`src/rtl/carregador_pkg.sv`:
```
// Shared definitions for the program loader: FSM states and frame layout constants.
package carregador_pkg;

  typedef enum logic [2:0] {
    OCIOSO,
    CONT_LO,
    CONT_HI,
    DADOS,
    CHECKSUM,
    CONCLUIDO,
    ERRO
  } estado_t;

  localparam int unsigned BYTES_POR_PALAVRA = 4;
  localparam int unsigned LARGURA_CONTAGEM  = 16;

endpackage

```
`src/rtl/montador_palavra.sv`:
```
// Assembles little-endian words from a byte stream and keeps the running frame XOR.
module montador_palavra
  import carregador_pkg::*;
(
  input  logic        clk_i,
  input  logic        rst_ni,
  input  logic        limpar_i,
  input  logic        soma_en_i,
  input  logic        lane_en_i,
  input  logic [7:0]  byte_i,
  output logic        palavra_pronta_o,
  output logic [31:0] palavra_o,
  output logic [7:0]  soma_o
);

  logic [1:0]  lane_q,  lane_d;
  logic [31:0] lanes_q, lanes_d;
  logic [7:0]  soma_q,  soma_d;

  always_comb begin
    lane_d  = lane_q;
    lanes_d = lanes_q;
    soma_d  = soma_q;
    if (limpar_i) begin
      lane_d  = '0;
      lanes_d = '0;
      soma_d  = '0;
    end else begin
      if (soma_en_i) soma_d = soma_q ^ byte_i;
      if (lane_en_i) begin
        lanes_d[{lane_q, 3'b000} +: 8] = byte_i;
        lane_d                         = lane_q + 2'd1;
      end
    end
  end

  // The completed word includes the byte arriving this cycle, so it is taken from the next-state value.
  assign palavra_pronta_o = lane_en_i && (lane_q == 2'(BYTES_POR_PALAVRA - 1));
  assign palavra_o        = lanes_d;
  assign soma_o           = soma_q;

  always_ff @(posedge clk_i) begin
    if (!rst_ni) begin
      lane_q  <= '0;
      lanes_q <= '0;
      soma_q  <= '0;
    end else begin
      lane_q  <= lane_d;
      lanes_q <= lanes_d;
      soma_q  <= soma_d;
    end
  end

endmodule

```
`src/rtl/carregador_programa.sv`:
```
// Program loader: receives a checksummed byte frame, writes instruction memory and
// keeps the processor in reset until a verified image is present.
module carregador_programa
  import carregador_pkg::*;
#(
  parameter logic [31:0] BASE_ADDR      = 32'h0000_0000,
  parameter int unsigned MAX_WORDS      = 256,
  parameter int unsigned TIMEOUT_CICLOS = 100000
) (
  input  logic                        clock,
  input  logic                        reset,
  input  logic                        start,
  input  logic                        byte_valido,
  input  logic [7:0]                  byte_dado,
  output logic                        escrita_instr,
  output logic [31:0]                 endereco_escrita,
  output logic [31:0]                 instrucao_escrita,
  output logic                        cpu_reset_n,
  output logic                        carregando,
  output logic                        concluido,
  output logic                        erro,
  output logic [LARGURA_CONTAGEM-1:0] palavras_carregadas
);

  localparam int unsigned TW = $clog2(TIMEOUT_CICLOS + 1);

  estado_t                     estado_q,   estado_d;
  logic [7:0]                  cont_lo_q,  cont_lo_d;
  logic [LARGURA_CONTAGEM-1:0] n_q,        n_d;
  logic [LARGURA_CONTAGEM-1:0] palavras_q, palavras_d;
  logic                        escrita_q,  escrita_d;
  logic [31:0]                 end_q,      end_d;
  logic [31:0]                 instr_q,    instr_d;
  logic [TW-1:0]               tmo_q,      tmo_d;

  logic                        limpar, soma_en, lane_en;
  logic                        palavra_pronta;
  logic [31:0]                 palavra;
  logic [7:0]                  soma;
  logic                        ativo;
  logic [LARGURA_CONTAGEM-1:0] n_novo;

  montador_palavra u_montador (
    .clk_i            (clock),
    .rst_ni           (reset),
    .limpar_i         (limpar),
    .soma_en_i        (soma_en),
    .lane_en_i        (lane_en),
    .byte_i           (byte_dado),
    .palavra_pronta_o (palavra_pronta),
    .palavra_o        (palavra),
    .soma_o           (soma)
  );

  assign ativo  = (estado_q == CONT_LO) || (estado_q == CONT_HI) ||
                  (estado_q == DADOS)   || (estado_q == CHECKSUM);
  assign n_novo = {byte_dado, cont_lo_q};

  always_comb begin
    estado_d   = estado_q;
    cont_lo_d  = cont_lo_q;
    n_d        = n_q;
    palavras_d = palavras_q;
    escrita_d  = 1'b0;
    end_d      = end_q;
    instr_d    = instr_q;
    tmo_d      = tmo_q;
    limpar     = 1'b0;
    soma_en    = 1'b0;
    lane_en    = 1'b0;

    if (escrita_q) palavras_d = palavras_q + 1'b1;

    if (ativo) tmo_d = byte_valido ? '0 : tmo_q + 1'b1;

    case (estado_q)
      OCIOSO, CONCLUIDO, ERRO: begin
        if (start) begin
          estado_d   = CONT_LO;
          limpar     = 1'b1;
          tmo_d      = '0;
          palavras_d = '0;
        end
      end
      CONT_LO: begin
        if (byte_valido) begin
          soma_en   = 1'b1;
          cont_lo_d = byte_dado;
          estado_d  = CONT_HI;
        end
      end
      CONT_HI: begin
        if (byte_valido) begin
          soma_en = 1'b1;
          n_d     = n_novo;
          if (32'(n_novo) > MAX_WORDS) estado_d = ERRO;
          else if (n_novo == '0)       estado_d = CHECKSUM;
          else                         estado_d = DADOS;
        end
      end
      DADOS: begin
        if (byte_valido) begin
          soma_en = 1'b1;
          lane_en = 1'b1;
          if (palavra_pronta) begin
            instr_d   = palavra;
            end_d     = BASE_ADDR + {14'd0, palavras_q, 2'b00};
            escrita_d = 1'b1;
            // Leave DADOS on the last lane so a back-to-back CHK byte is not lost.
            if (palavras_q + 1'b1 == n_q) estado_d = CHECKSUM;
          end
        end
      end
      CHECKSUM: begin
        if (byte_valido) estado_d = (byte_dado == soma) ? CONCLUIDO : ERRO;
      end
      default: estado_d = OCIOSO;
    endcase

    if (ativo && !byte_valido && (tmo_q == TW'(TIMEOUT_CICLOS - 1))) begin
      estado_d = ERRO;
      limpar   = 1'b1;
      tmo_d    = '0;
    end
  end

  always_ff @(posedge clock) begin
    if (!reset) begin
      estado_q   <= OCIOSO;
      cont_lo_q  <= '0;
      n_q        <= '0;
      palavras_q <= '0;
      escrita_q  <= 1'b0;
      end_q      <= BASE_ADDR;
      instr_q    <= '0;
      tmo_q      <= '0;
    end else begin
      estado_q   <= estado_d;
      cont_lo_q  <= cont_lo_d;
      n_q        <= n_d;
      palavras_q <= palavras_d;
      escrita_q  <= escrita_d;
      end_q      <= end_d;
      instr_q    <= instr_d;
      tmo_q      <= tmo_d;
    end
  end

  assign escrita_instr       = escrita_q;
  assign endereco_escrita    = end_q;
  assign instrucao_escrita   = instr_q;
  assign palavras_carregadas = palavras_q;
  assign carregando          = ativo;
  assign concluido           = (estado_q == CONCLUIDO);
  assign erro                = (estado_q == ERRO);
  assign cpu_reset_n         = (estado_q == CONCLUIDO);

endmodule
```
`config.mk`:
```
export PLATFORM = sky130hd
export DESIGN_NAME = carregador_programa
export DESIGN_NICKNAME = d
export VERILOG_FILES = /design/src/rtl/carregador_pkg.sv /design/src/rtl/montador_palavra.sv /design/src/rtl/carregador_programa.sv
export SDC_FILE = /design/constraint.sdc
export NUM_CORES = 1
export LEC_CHECK = 0
export ABC_CLOCK_PERIOD_IN_PS = 1900
export CORE_AREA = 2 2 121 123
export DETAILED_ROUTE_END_ITERATION = 8
export DIE_AREA = 0 0 123 125
export GPL_ROUTABILITY_DRIVEN = 0
export GPL_TIMING_DRIVEN = 1
export PLACE_DENSITY = 0.78
export SYNTH_ARGS = -nofsm -noshare
export SYNTH_HDL_FRONTEND = slang
export SYNTH_SLANG_ARGS = --single-unit
```
`constraint.sdc`:
```
create_clock -name clock -period 1.9 [get_ports clock]
set_input_delay 0.38 -clock clock [delete_from_list [all_inputs] [get_ports clock]]
set_output_delay 0.38 -clock clock [all_outputs]
set_load 0.005 [all_outputs]
```
==> results.toml <==
[status]
status = "finished, violations left"
violations = "setup timing"

[clocking]
holdBufCountCts = 0
cts_buffers = 17
clockRootBuffer = "clkbuf_16"
h-tree-depth = 4
clock_sinks = 143
cts_tree = "done"
clk_pin_slew_worst_paths_ns = 0.06
clkLatencyLatePin_ns = 0.43
cts_buffer_depth = 2

[timing]
setup_viol = 2
fmax_ghz = 0.5171
worst_slack_ns = -0.03382
hold_slack_ns = 0.2999
timing.final.crit_share = 1.018
finClkSkew_ns = 0.009996
final.min_clock_period_ns = 1.934
rsz0062_at_grt = "true"
finalHoldViolCount = 0
drv_slew = 0

[yosys]
syn_avg_cell_area_sq_um = 8.273
synth-edff-count = 0
synth_top_cells_by_count = "nand2_1 (147), dfxtp_1 (143), nor2_1 (83), a21oi_1 (45), clkbuf_1 (40)"
yosysSeqAreaShare = 0.4246
yosys.cell_types.count = 55
syn_inst = 815
synth_area_leaders = "dfxtp_1 (42%), nand2_1 (8.2%), xor2_1 (4.9%)"
ys_async_sr_fraction = 0
synth_warnings = 0
yosysTopAreaCellShare = 0.4246
synthFlopType = "dfxtp_1"
ys_seq_elements = 143
syn_area_sq_um = 6743
synth_top_area_cell = "dfxtp_1"
synth_most_common_cell = "nand2_1"

[floorplanning]
initial_core_util = 0.4747
die-area_sq_um = 15380
core-area_sq_um = 14200
fp.dieW_um = 123
rows = 44
fp.dieH_um = 125
pin_count = 97

[placed_design]
portBuffers = 80
dp_cells = 1108
dp_hpwl_um = 11420

[route]
finalWirelength_um = 17250
final_antenna_net_count = 0
route.detailed.drc = 0
viasPerCell = 5.325
vias = 6081
drt-pass1-iter-count = 5
drt_iter0_markers = 404
wl_per_cell_um = 15.10

[final_layout]
layout-drive-gt1-share = 0.1785
instances_no_fill = 1142
n_fill_cell = 1135
area_growth_syn_to_layout_pct = 34.07
nNetsFinal = 965
diodes = 0

[critical_path]
path_class = "reg -> reg"
arrival_ns = 2.24
endpoint_kind = "register"
path_max_fanout = 4
crit_path_frequent_cell = "nand4_1"
max_stage_delay_ns = 0.37
crit_slowest_cell = "nor4_4"
crit_cells = 7
cp_cell_sequence = "nand4_4 -> nor4_4 -> xnor2_2 -> a2111oi_2 -> nand4_1 -> nand4_1 -> o211ai_1"
reg2reg_depth = 7
cp-start-kind = "register"
crit_required_ns = 2.20
crit_family = "simple AND/OR/NAND/NOR gates"
worst-path-buf-inv = 0

[pwr]
power_density_nw_per_um2 = 935.7
leakagePower_nw = 3.815
ir_drop_mv = 0.8457

[worst_hold_path]
hp-class = "in -> reg"
hold_depth = 2

[global_routing]
antenna_found_initial = 0
grt_overflow = 0
grt_pass1_vias = 5772
track_usage = 0.2256
grt_pass1_wl_um = 27570
grt_max_degree = 47

[job]
max_cap_violations = 0
[worst reg2reg max path: cells and delay by family, from the launching register on]
family                    cells  cell delay (ns)
AOI/OAI and AO/OA             2             0.43
and+or+nand+nor               4             0.89
DFF                           1             0.35
xor gates and xnor gates      1             0.14
[final cells by class]
class | count | area, sq um | area share
repair buffers | 174 | 1590 | 0.1759
well taps | 184 | 230.2 | 0.02547
inverters | 8 | 30.03 | 0.003322
multi-input cells | 602 | 3702 | 0.4096
clock buffers | 20 | 466.7 | 0.05163
flip-flops and latches | 143 | 2888 | 0.3194
clock inverters | 11 | 132.6 | 0.01467
[final timing paths]
| kind | slack, ns | start | end |
|---|---|---|---|
| worst max-delay path | -0.03 | palavras_carregadas[5] | estado_q[1] |
| worst min-delay path | 0.30 | reset | n_q[1] |
| worst max register to register | -0.03 | palavras_carregadas[5] | estado_q[1] |
| worst min register to register | 0.46 | endereco_escrita[6] | endereco_escrita[6] |
[power breakdown]
part           internal, W  switching [W]
Sequential         0.00310       0.000108
Clock              0.00204        0.00130
Combinational     0.000831        0.00108
[registers in the layout (all words and copies together) (netlist names)]
name and count:
u_montador.lane_q 2, instrucao_escrita 32, palavras_carregadas 16, endereco_escrita 16
tmo_q 17, estado_q 3, escrita_instr 1, u_montador.soma_o 8
cont_lo_q 8, n_q 16, u_montador.lanes_q 24
[metal layers]
metal  share of wire  up-vias  track usage
li1                -     3019            -
met1            0.42     2825       0.2750
met2            0.50      205       0.3767
met3           0.058       32      0.05703
met4           0.024        0      0.09225
met5               0        -            0
[logic make-up (layout without fill, tap and decap cells)]
group | Yosys count | in the layout | share of synthesized area
simple gates | 366 | 366 | 0.2583
flops | 143 | 143 | 0.4246
compound gates | 141 | 141 | 0.1475
buf+inv | 85 | 213 | 0.05957
xor+xnor | 58 | 58 | 0.07534
mux | 14 | 14 | 0.02115
fa+ha+maj | 7 | 7 | 0.01299
other cells | 1 | 16 | 0.0005562
[repair_timing]
action | in CTS | in global routing
gates resized for setup | 36 | 19
gates cloned | 0 | 1
setup endpoints to repair | 21 | 72
pin swaps | 6 | 6
setup buffers | 1 | 1
[placed cells by master, fill, tap and decap left out, types with 4 or more instances in the layout]
cell type	count
and4_1	5
dlygate4sd2_1	4
dfxtp_2	11
o21ai_0	10
and2_1	4
xnor2_1	18
a21boi_1	9
and3_1	30
conb_1	16
a21boi_0	31
inv_1	6
buf_12	5
nor2b_1	12
clkinvlp_4	5
buf_4	85
xor2_1	38
a21oi_1	45
nor3_1	15
clkbuf_16	18
nand4_1	14
dfxtp_1	129
o211a_1	24
nand3_1	14
nand2_1	147
clkdlybuf4s50_1	74
nand2b_1	5
or3_1	4
mux2i_1	12
nor2_1	81
nor4_1	6
ha_1	6
[per-stage QoR]
| step | util | total power (W) | cell area, sq um | TNS [ns] | setup WS [ns] |
|---|---|---|---|---|---|
| after detailed placement | 0.5781 | 0.004947 | 8212 | -22.90 | -0.3434 |
| final | 0.6365 | 0.008458 | 9040 | -0.03948 | -0.03382 |
| after global routing | 0.6365 | 0.008799 | 9040 | -0.3328 | -0.1243 |
| after floorplan | - | 0.004283 | 6817 | -0.01633 | -0.01633 |
| after CTS | 0.6284 | 0.008331 | 8926 | -0.001218 | -0.0009688 |
| after global placement | 0.5781 | 0.004922 | 8212 | -20.51 | -0.3019 |
No activity file was read; power rests on OpenSTA's default activity.
